**src/rtl/systolic_seq_ctrl_pkg.sv**
```systemverilog
// Shared types and elaboration helpers for the systolic array sequencer.
package systolic_pkg;

    // Default array dimension (rows = columns).
    localparam int N_DEF = 4;

    // Sequencer phases.
    typedef enum logic [2:0] {
        IDLE  = 3'd0,
        CLEAR = 3'd1,
        FEED  = 3'd2,
        FLUSH = 3'd3,
        DRAIN = 3'd4,
        DONE  = 3'd5
    } state_e;

    // Width of the phase counter t: it must hold the last FEED value
    // (k_len_max + N - 2) and the last FLUSH value (N - 2 + PE_LAT).
    function automatic int t_width_f(input int n, input int k_w, input int pe_lat);
        int feed_max;
        int flush_max;
        int top;
        int w;
        feed_max  = ((32'sd1 <<< k_w) - 32'sd1) + n - 32'sd2;
        flush_max = n - 32'sd2 + pe_lat;
        top       = (feed_max > flush_max) ? feed_max : flush_max;
        w         = $clog2(top + 32'sd1);
        if (w < 32'sd1) begin
            w = 32'sd1;
        end else begin
            w = w;
        end
        return w;
    endfunction

endpackage

```
**src/rtl/systolic_seq_ctrl_if.sv**
```systemverilog
// Host command, operand-buffer, PE-array and drain handshake bundle.
// master = host/array side, slave = the sequencer.
interface systolic_seq_ctrl_if #(
    parameter int N   = 4,
    parameter int K_W = 8
);
    localparam int RW = $clog2(N);

    logic           start;
    logic [K_W-1:0] k_len;
    logic           busy;
    logic           done;
    logic           pe_clr;
    logic           rd_en;
    logic [K_W-1:0] rd_k;
    logic [N-1:0]   row_en;
    logic [N-1:0]   col_en;
    logic           res_valid;
    logic [RW-1:0]  res_row;
    logic           res_ready;

    modport master (
        output start, k_len, res_ready,
        input  busy, done, pe_clr, rd_en, rd_k, row_en, col_en, res_valid, res_row
    );

    modport slave (
        input  start, k_len, res_ready,
        output busy, done, pe_clr, rd_en, rd_k, row_en, col_en, res_valid, res_row
    );
endinterface

```
**src/rtl/systolic_seq_ctrl.sv**
```systemverilog
// Sequencer for an N x N systolic MAC array: clear, skewed operand feed,
// pipeline flush, then a row-by-row drain under valid/ready.
// Outputs are registered from the next-state decode, so each output is a
// pure function of (state, t, latched k_len, drain row) with no input path.
module systolic_seq_ctrl
    import systolic_pkg::*;
#(
    parameter int N      = N_DEF,
    parameter int K_W    = 8,
    parameter int PE_LAT = 3
) (
    input  logic                clk,
    input  logic                rst,
    systolic_seq_ctrl_if.slave  bus
);

    localparam int T_W = t_width_f(N, K_W, PE_LAT);
    localparam int RW  = $clog2(N);

    localparam logic [T_W-1:0] T_ZERO     = T_W'(0);
    localparam logic [T_W-1:0] T_ONE      = T_W'(1);
    localparam logic [T_W-1:0] FLUSH_LAST = T_W'(N - 2 + PE_LAT);
    localparam logic [RW-1:0]  ROW_LAST   = RW'(N - 1);

    state_e         state_r;
    state_e         state_nxt_s;
    logic [T_W-1:0] t_r;
    logic [T_W-1:0] t_nxt_s;
    logic [K_W-1:0] klen_r;
    logic [K_W-1:0] klen_nxt_s;
    logic [RW-1:0]  row_r;
    logic [RW-1:0]  row_nxt_s;

    logic [T_W-1:0] feed_last_s;
    logic [T_W-1:0] klen_nxt_ext_s;
    logic           feed_nxt_s;
    logic           rd_en_nxt_s;
    logic [N-1:0]   skew_nxt_s;

    logic           busy_r;
    logic           done_r;
    logic           pe_clr_r;
    logic           rd_en_r;
    logic [K_W-1:0] rd_k_r;
    logic [N-1:0]   row_en_r;
    logic [N-1:0]   col_en_r;
    logic           res_valid_r;
    logic [RW-1:0]  res_row_r;

    // Zero-extended compares keep k_len = 2^K_W-1 from wrapping t.
    assign feed_last_s    = T_W'(klen_r) + T_W'(N - 2);
    assign klen_nxt_ext_s = T_W'(klen_nxt_s);
    assign feed_nxt_s     = (state_nxt_s == FEED);
    assign rd_en_nxt_s    = feed_nxt_s && (t_nxt_s < klen_nxt_ext_s);

    // Skew decode: lane i is live for k_len beats starting at t = i.
    // Written as (t - i) < k_len so k_len + i never has to fit in T_W.
    for (genvar i = 0; i < N; i++) begin : g_skew
        assign skew_nxt_s[i] = feed_nxt_s
                               && (t_nxt_s >= T_W'(i))
                               && ((t_nxt_s - T_W'(i)) < klen_nxt_ext_s);
    end

    // Next-state, counter, latched length and drain-row computation.
    always_comb begin
        state_nxt_s = state_r;
        t_nxt_s     = t_r;
        klen_nxt_s  = klen_r;
        row_nxt_s   = row_r;
        case (state_r)
            IDLE: begin
                if (bus.start) begin
                    state_nxt_s = CLEAR;
                    klen_nxt_s  = bus.k_len;
                    t_nxt_s     = T_ZERO;
                end else begin
                    state_nxt_s = IDLE;
                end
            end
            CLEAR: begin
                t_nxt_s   = T_ZERO;
                row_nxt_s = RW'(0);
                if (klen_r == K_W'(0)) begin
                    state_nxt_s = DRAIN;
                end else begin
                    state_nxt_s = FEED;
                end
            end
            FEED: begin
                if (t_r == feed_last_s) begin
                    state_nxt_s = FLUSH;
                    t_nxt_s     = T_ZERO;
                end else begin
                    t_nxt_s = t_r + T_ONE;
                end
            end
            FLUSH: begin
                if (t_r == FLUSH_LAST) begin
                    state_nxt_s = DRAIN;
                    t_nxt_s     = T_ZERO;
                    row_nxt_s   = RW'(0);
                end else begin
                    t_nxt_s = t_r + T_ONE;
                end
            end
            DRAIN: begin
                if (bus.res_ready) begin
                    if (row_r == ROW_LAST) begin
                        state_nxt_s = DONE;
                    end else begin
                        row_nxt_s = row_r + RW'(1);
                    end
                end else begin
                    row_nxt_s = row_r;
                end
            end
            DONE: begin
                state_nxt_s = IDLE;
            end
            default: begin
                state_nxt_s = IDLE;
                t_nxt_s     = T_ZERO;
            end
        endcase
    end

    // State register plus registered Moore outputs decoded from the next state.
    always_ff @(posedge clk) begin
        if (rst) begin
            state_r     <= IDLE;
            t_r         <= T_ZERO;
            klen_r      <= K_W'(0);
            row_r       <= RW'(0);
            busy_r      <= 1'b0;
            done_r      <= 1'b0;
            pe_clr_r    <= 1'b0;
            rd_en_r     <= 1'b0;
            rd_k_r      <= K_W'(0);
            row_en_r    <= {N{1'b0}};
            col_en_r    <= {N{1'b0}};
            res_valid_r <= 1'b0;
            res_row_r   <= RW'(0);
        end else begin
            state_r     <= state_nxt_s;
            t_r         <= t_nxt_s;
            klen_r      <= klen_nxt_s;
            row_r       <= row_nxt_s;
            busy_r      <= (state_nxt_s != IDLE);
            done_r      <= (state_nxt_s == DONE);
            pe_clr_r    <= (state_nxt_s == CLEAR);
            rd_en_r     <= rd_en_nxt_s;
            rd_k_r      <= rd_en_nxt_s ? t_nxt_s[K_W-1:0] : K_W'(0);
            row_en_r    <= skew_nxt_s;
            col_en_r    <= skew_nxt_s;
            res_valid_r <= (state_nxt_s == DRAIN);
            res_row_r   <= (state_nxt_s == DRAIN) ? row_nxt_s : RW'(0);
        end
    end

    assign bus.busy      = busy_r;
    assign bus.done      = done_r;
    assign bus.pe_clr    = pe_clr_r;
    assign bus.rd_en     = rd_en_r;
    assign bus.rd_k      = rd_k_r;
    assign bus.row_en    = row_en_r;
    assign bus.col_en    = col_en_r;
    assign bus.res_valid = res_valid_r;
    assign bus.res_row   = res_row_r;

endmodule

```
**src/flat_wrapper.sv**
```systemverilog
// flat-port wrapper written by rule: the top's interface ports become plain ports
module systolic_seq_ctrl_flat import systolic_pkg::*;
#(
    parameter int N      = N_DEF,
    parameter int K_W    = 8,
    parameter int PE_LAT = 3
)
  (clk, rst, bus_start, bus_k_len, bus_res_ready, bus_busy, bus_done, bus_pe_clr, bus_rd_en, bus_rd_k, bus_row_en, bus_col_en, bus_res_valid, bus_res_row);
  systolic_seq_ctrl_if #(.N(N), .K_W(K_W)) bus_i ();
  input  logic clk;
  input  logic rst;
  input wire logic [$bits(bus_i.start)-1:0] bus_start;
  input wire logic [$bits(bus_i.k_len)-1:0] bus_k_len;
  input wire logic [$bits(bus_i.res_ready)-1:0] bus_res_ready;
  output wire logic [$bits(bus_i.busy)-1:0] bus_busy;
  output wire logic [$bits(bus_i.done)-1:0] bus_done;
  output wire logic [$bits(bus_i.pe_clr)-1:0] bus_pe_clr;
  output wire logic [$bits(bus_i.rd_en)-1:0] bus_rd_en;
  output wire logic [$bits(bus_i.rd_k)-1:0] bus_rd_k;
  output wire logic [$bits(bus_i.row_en)-1:0] bus_row_en;
  output wire logic [$bits(bus_i.col_en)-1:0] bus_col_en;
  output wire logic [$bits(bus_i.res_valid)-1:0] bus_res_valid;
  output wire logic [$bits(bus_i.res_row)-1:0] bus_res_row;
  assign bus_i.start = bus_start;
  assign bus_i.k_len = bus_k_len;
  assign bus_i.res_ready = bus_res_ready;
  assign bus_busy = bus_i.busy;
  assign bus_done = bus_i.done;
  assign bus_pe_clr = bus_i.pe_clr;
  assign bus_rd_en = bus_i.rd_en;
  assign bus_rd_k = bus_i.rd_k;
  assign bus_row_en = bus_i.row_en;
  assign bus_col_en = bus_i.col_en;
  assign bus_res_valid = bus_i.res_valid;
  assign bus_res_row = bus_i.res_row;
  systolic_seq_ctrl #(.N(N), .K_W(K_W), .PE_LAT(PE_LAT)) u_core (.clk(clk), .rst(rst), .bus(bus_i));
endmodule
```
**config.mk**
```make
export PLATFORM = sky130hd
export DESIGN_NAME = systolic_seq_ctrl_flat
export DESIGN_NICKNAME = d
export VERILOG_FILES = /design/src/rtl/systolic_seq_ctrl_pkg.sv /design/src/rtl/systolic_seq_ctrl_if.sv /design/src/rtl/systolic_seq_ctrl.sv /design/src/flat_wrapper.sv
export SDC_FILE = /design/constraint.sdc
export NUM_CORES = 1
export LEC_CHECK = 0
export ABC_AREA = 1
export CAP_MARGIN = 10
export CELL_PAD_IN_SITES_DETAIL_PLACEMENT = 1
export CELL_PAD_IN_SITES_GLOBAL_PLACEMENT = 1
export CORE_MARGIN = 2
export CORE_UTILIZATION = 44
export DETAILED_ROUTE_END_ITERATION = 7
export PLACE_DENSITY_LB_ADDON = 0.08
export SLEW_MARGIN = 20
export SYNTH_ARGS = -nofsm -noshare
export SYNTH_HDL_FRONTEND = slang
export SYNTH_SLANG_ARGS = --single-unit
```
**constraint.sdc**
```tcl
create_clock -name clk -period 8.1 [get_ports clk]
set_input_delay 1.62 -clock clk [delete_from_list [all_inputs] [get_ports clk]]
set_output_delay 1.62 -clock clk [all_outputs]
set_load 0.02 [all_outputs]
```
==> After elaboration in Yosys (flattened, before gate mapping) <==
Index checks and enable logic that the tools add are counted.
W data, S select, Z words.
{ "totals": {"ff_bits": 41, "latchBits": 0, "mem_bits_rw": 0, "mem_bits_ro": 0, "out_inout_bits": 23, "word_cells": 72, "n_memories": 0} }
{ "op_classes": {"addsub": 6, "mul": 0, "div": 0, "magnitude_cmp": 8, "eq_ne": 12, "shift": 0, "mux": 17, "bitwise_logic": 2, "n_reduce_logical": 15} }
{ "ops": {"columns": ["operator", "count"], "rows": [
  ["$lt A9 B8 Y1", 4],
  ["$pmux W9 S4", 1],
  ["$mux W9", 3],
  ["$ge A9 B1 Y1 const B", 2],
  ["$ge A9 B2 Y1 const B", 2],
  ["$sub A9 B2 Y9 const B", 2],
  ["$mux W8", 2],
  ["$mux W3", 5],
  ["$pmux W3 S5", 1],
  ["$eq A3 B3 Y1 const B", 4],
  ["$add A8 B2 Y9 const B", 1],
  ["$add A9 B1 Y9 const B", 1],
  ["$eq A3 B2 Y1 const B", 3],
  ["$eq A9 B3 Y1 const B", 1],
  ["$eq A9 B9 Y1", 1],
  ["$logic_and A1 B1 Y1", 9],
  ["$sub A9 B1 Y9 const B", 1],
  ["$logic_not A8 Y1", 1],
  ["$eq A3 B1 Y1 const B", 2],
  ["$mux W2", 3],
  ["$pmux W2 S3", 1],
  ["$reduce_or A2 Y1", 3],
  ["$logic_not A3 Y1", 1],
  ["$reduce_bool A3 Y1", 1],
  ["other kinds (4)", 5]
]} }

==> Depth between registers and ports, before layout <==
{ "logic_depth": {"depth_word": 8, "depth_mapped": 28} }

==> Least setup slack after synthesis <==
OpenSTA, ideal clock, no wires.
{ "synth_path": {"path_kind": "input to register", "start": "input port bus_start", "end": "register u_core.row_en_r[1], in the netlist u_core.bus.row_en[1]", "setup_ns": 0.062, "t_arrival_ns": 3.761, "t_required_ns": 8.038, "slack_ns": 4.277, "path_stages": 20, "path_buffers": 0, "cell_sequence": "inv_1 -> a21oi_1 -> inv_1 -> nand2_1 -> nand2_1 -> inv_1 -> ha_1 -> nand3_1 -> nor2_1 -> xor2_1 -> ha_1 -> inv_1 -> nor3_1 -> a211oi_1 -> nand2_1 -> nand2_1 -> nand2_1 -> nand2_1 -> nand2_1 -> nor2_2"} }
{ "synth_via": {"elab_chain_len": 5, "elab_cells_between_ends": 12} }
{ "synth_rtl": {"columns": ["item", "line", "text"], "rows": [
  ["start: declaration", "flat_wrapper.sv:12", "input wire logic [$bits(bus_i.start)-1:0] bus_start;"],
  ["$mux W9 *", "systolic_seq_ctrl.sv:72", "if (bus.start) begin"],
  ["$pmux W9 S4 *", "systolic_seq_ctrl.sv:70", "case (state_r)"],
  ["net u_core.t_nxt_s[1]", "systolic_seq_ctrl.sv:28", "logic [T_W-1:0] t_nxt_s;"],
  ["$sub A9 B1 Y9 or $ge A9 B1 Y1 (tied branches)", "systolic_seq_ctrl.sv:61, systolic_seq_ctrl.sv:60", null],
  ["$lt A9 B8 Y1 or $logic_and A1 B1 Y1 (tied branches)", "systolic_seq_ctrl.sv:61, systolic_seq_ctrl.sv:60", null],
  ["$logic_and A1 B1 Y1 *", "systolic_seq_ctrl.sv:61", "&& ((t_nxt_s - T_W'(i)) < klen_nxt_ext_s);"],
  ["end signal: assignment", "systolic_seq_ctrl.sv:139", "row_en_r <= {N{1'b0}};"],
  ["end signal: assignment", "systolic_seq_ctrl.sv:153", "row_en_r <= skew_nxt_s;"],
  ["end: declaration", "systolic_seq_ctrl.sv:45", "logic [N-1:0] row_en_r;"]
]} }
Mark *: on every way through the listed nets, which the timed path passes. The rest lies on a longest branch.
A chain may end at the register's enable or synchronous reset.

==> Worst setup path in the final report <==
Ends and elaborated chain as after synthesis.

==> summary.md <==
| Metric | Value |
|---|---|
| EDFF count, synth | 0 |
| Final worst slack | 3.651 ns |
| Cells on Worst Hold Path | 2 |
| Slowest CP cell | clkdlybuf4s50_1 |
| Ys flop type | dfxtp_1 |
| Clk buf depth | 2 |
| Die Y | 90.92 um |
| Worst Setup Start Kind | input port |
| Final net count | 569 |
| CTS Root Cell | clkbuf_8 |
| Routed WL | 9.490 mm |
| Max stage delay on crit path | 0.49 ns |
| Synthesized Nets | 536 |
| Sum Neg Setup Slack | 0 ns |
| Clock-pin transition on the worst setup and hold timing paths | 0.09 ns |
| Gr usage total | 0.2425 |
| Worst path top cell family by delay | buffers and inverters |
| R2R cell count | 26 |
| Die W | 90.92 um |
| Unrepaired setup endpoints after global routing | no |
| Worst Max-Slew Pin Slew | 1.037 ns |
| Num CTS Buffers | 5 |
| Syn Area/Cell | 6.840 um2 |
| Initial antenna violation count | 0 |
| TritonCTS clock tree | built |
| Top cell by count, worst path | nand2_1 |
| Asr flop ratio synth | 0 |
| Fillers | 985 |
| GPL Wtd Cong | 0.8386 |
| Critical-path cell list | clkdlybuf4s50_1 > inv_1 > a21oi_1 > inv_1 > nand2_1 > nand2_1 > inv_1 > ha_1 > nand3_1 > nor2_1 > xor2_1 > ha_1 > inv_1 > nor3_1 > a211oi_1 > nand2_1 > nand2_1 > nand2_1 > nand2_1 > nand2_1 > nor2_2 |
| Layout Skew | 0.01080 ns |
| Row Count | 31 |
| Final Power | 0.6685 mW |
| Outcome | finished clean |
| Pwr/cell area | 173.2 nW/um2 |
| Mapped cell area | 3324 um2 |
| Post-CTS setup buffers | 0 |
| Overflow after GRT | 0 |
| PortBufs | 34 |
| Via count | 3106 |
| Die area | 8266 um2 |
| Final ANT Viol Nets | 0 |
| FF+latch count, synth | 40 |
| Worst R2R Start | u_core.klen_r[1] |
| Final Cycle Share | 0.5492 |
| Hold EP | u_core.bus.done |
| Vias in the first global route | 3281 |
| Drt wl/cell | 15.33 um |
| Worst Hold Launch | u_core.row_r[1] |
| Tmin final | 4.449 ns |
| Max cap viols | 0 |
| N_diodes | 0 |
| Worst hold path class | flop to flop |
| Area Growth Syn to Fin | 16.11% |
| Leakage power total | 1.874 nW |
| Fmax | 224.8 MHz |
| Place WS | 3.375 ns |
| Final setup fails | 0 |
| Flop2flop setup slack | 4.31 ns |
| Number of distinct library cells after synthesis | 38 |
| Cells after synthesis | 486 |
| Arrival @ worst endpoint | 4.70 ns |
| Pin count of the biggest net entering global routing | 28 |
| Buf/Inv on CP | 5 |
| Starting density of the core | 0.4559 |
| Drt pass-1 iters | 4 |
| Gates resized, CTS repair | 0 |
| Worst-skew pair later-pin latency | 0.30 ns |
| DRT iter0 DRCs | 63 |
| Largest fanout on the critical path | 9 |
| Global-route wire length before repair | 16.06 mm |
| # clock sinks | 40 |
| Number of remaining DRC errors | 0 |
| Slew Limit Fails | 0 |
| H-tree Lvls | 2 |
| DR vias/cell | 5.018 |
| Hold Fails Final Rpt | 0 |
| Core area | 7292 um2 |
| Layout cells sized above 1 | 0.1058 |
| Synth Warn # | 0 |
| Worst r2r dst | u_core.bus.row_en[1] |
| Max VDD drop | 0.00007330 V |
| Sequential fraction of the synthesis area | 0.2409 |
| CP Class | input port to flop |
| Slew Limit Headroom | 0.3066 |
| Element type at the critical path end | flop |
| Critical Path RT | 8.35 ns |
| Number of I/O pins | 35 |
| Final HPWL DP | 7.807 mm |
| Hold-fix buffers, CTS | 0 |
-- per-layer routing --
layer / GRT usage / wire length [um] / vias up
li1: - / - / 1590
met1: 0.2912 / 4238 / 1454
met2: 0.4481 / 4872 / 47
met3: 0.03422 / 229 / 15
met4: 0.06439 / 148 / 0
met5: 0 / 0 / -
-- power breakdown --
part / switching (mW) / total [mW] / internal (mW)
Clock: 0.0791 / 0.180 / 0.101
Sequential: 0.0104 / 0.218 / 0.208
Combinational: 0.170 / 0.270 / 0.101
Total: 0.259 / 0.668 / 0.409
-- cell usage in the layout, fill, tap and decap left out, types with 2 or more instances in the layout --
| cell type | Yosys | layout |
|---|---|---|
| a211oi_1 | 4 | 4 |
| a21oi_1 | 13 | 13 |
| buf_4 | 6 | 5 |
| clkbuf_8 | 0 | 6 |
| clkdlybuf4s50_1 | 0 | 34 |
| dfxtp_1 | 40 | 40 |
| ha_1 | 38 | 38 |
| inv_1 | 71 | 71 |
| inv_2 | 4 | 4 |
| nand2_1 | 111 | 111 |
| nand2_2 | 6 | 6 |
| nand2_4 | 7 | 7 |
| nand3_1 | 19 | 19 |
| nand3_2 | 6 | 6 |
| nand3b_1 | 2 | 2 |
| nand4_1 | 8 | 8 |
| nor2_1 | 65 | 65 |
| nor2_2 | 9 | 9 |
| nor2_4 | 5 | 5 |
| nor3_1 | 11 | 11 |
| o21ai_0 | 12 | 12 |
| o21ai_1 | 4 | 4 |
| xnor2_1 | 4 | 4 |
| xor2_1 | 21 | 21 |
-- cell type report --
type,instances,area [um2],area share
multi-input cells,358,2155,0.5582
flip-flops and latches,40,800.8,0.2075
repair buffers,39,377.9,0.09789
inverters,75,281.5,0.07293
well taps,99,123.9,0.03209
clock buffers,6,82.58,0.02139
clock inverters,2,38.79,0.01005
-- worst reg2reg max path, stage by stage (launching register included) --
cell and delay [ns]:
dfxtp_1 0.35, ha_1 0.22, nand2_1 0.13, nand2_1 0.08, nand2_1 0.06, nand2_1 0.08, nor2_1 0.14, nand3_1 0.14
nor2_4 0.14, nand3_4 0.15, nand3b_1 0.13, nand2_1 0.14, inv_1 0.28, ha_1 0.27, nand3_1 0.09, nor2_1 0.21
xor2_1 0.19, ha_1 0.26, inv_1 0.08, nor3_1 0.05, a211oi_1 0.17, nand2_1 0.08, nand2_1 0.06, nand2_1 0.05
nand2_1 0.06, nand2_1 0.06, nor2_2 0.09
-- stage by stage --
| stage | cells | util | instance area (um2) | hold slack, ns |
|---|---|---|---|---|
| 2_1_floorplan | 486 | - | 3324 | 0.4414 |
| 3_3_place_gp | 611 | 0.5127 | 3739 | 0.4779 |
| 3_5_place_dp | 611 | 0.5127 | 3739 | 0.4766 |
| 4_1_cts | 619 | 0.5293 | 3860 | 0.4928 |
| 5_1_grt | 619 | 0.5293 | 3860 | 0.5035 |
| 6_report | 619 | 0.5293 | 3860 | 0.4913 |
-- sequential cells by signal, indices dropped and copies added, names as in the netlist --
| register | count |
|---|---|
| u_core.t_r | 9 |
| u_core.bus.rd_k | 8 |
| u_core.klen_r | 8 |
| u_core.bus.row_en | 4 |
| u_core.state_r | 3 |
| u_core.bus.res_row | 2 |
| u_core.row_r | 2 |
| u_core.bus.busy | 1 |
| u_core.bus.done | 1 |
| u_core.bus.pe_clr | 1 |
| u_core.bus.res_valid | 1 |
-- synth_stat cells, types with 2 or more instances --
| master | count | area share |
|---|---|---|
| a211oi_1 | 4 | 0.0090 |
| a21oi_1 | 13 | 0.020 |
| buf_4 | 6 | 0.014 |
| buf_6 | 2 | 0.0068 |
| clkbuf_1 | 4 | 0.0045 |
| dfxtp_1 | 40 | 0.24 |
| ha_1 | 38 | 0.14 |
| inv_1 | 71 | 0.080 |
| inv_2 | 4 | 0.0045 |
| nand2_1 | 111 | 0.13 |
| nand2_2 | 6 | 0.011 |
| nand2_4 | 7 | 0.024 |
| nand3_1 | 19 | 0.029 |
| nand3_2 | 6 | 0.018 |
| nand3b_1 | 2 | 0.0045 |
| nand4_1 | 8 | 0.015 |
| nor2_1 | 65 | 0.073 |
| nor2_2 | 9 | 0.017 |
| nor2_4 | 5 | 0.017 |
| nor3_1 | 11 | 0.017 |
| o21ai_0 | 12 | 0.018 |
| o21ai_1 | 4 | 0.0060 |
| xnor2_1 | 4 | 0.011 |
| xor2_1 | 21 | 0.055 |
-- cells by family after synthesis --
kind of cell | count (synthesis) | synth area share
AOI/OAI and AO/OA | 40 | 0.07189
xor gates and xnor gates | 25 | 0.06586
adders and majority gates | 38 | 0.1430
buffers and inverters | 88 | 0.1110
DFF | 40 | 0.2409
and+or+nand+nor | 255 | 0.3673
-- how the worst max path moves through the flow --
stage	from	to	slack [ns]	cells past startpoint
global route	bus_start	u_core.bus.row_en[1]	3.34	21
global placement	bus_start	u_core.bus.row_en[1]	3.51	21
finish	bus_start	u_core.bus.row_en[1]	3.65	21
detailed placement	bus_start	u_core.bus.row_en[1]	3.38	21
floorplan	bus_start	u_core.bus.row_en[1]	4.28	20
CTS	bus_start	u_core.bus.row_en[1]	3.67	21
(Power assumes the default switching activity.)
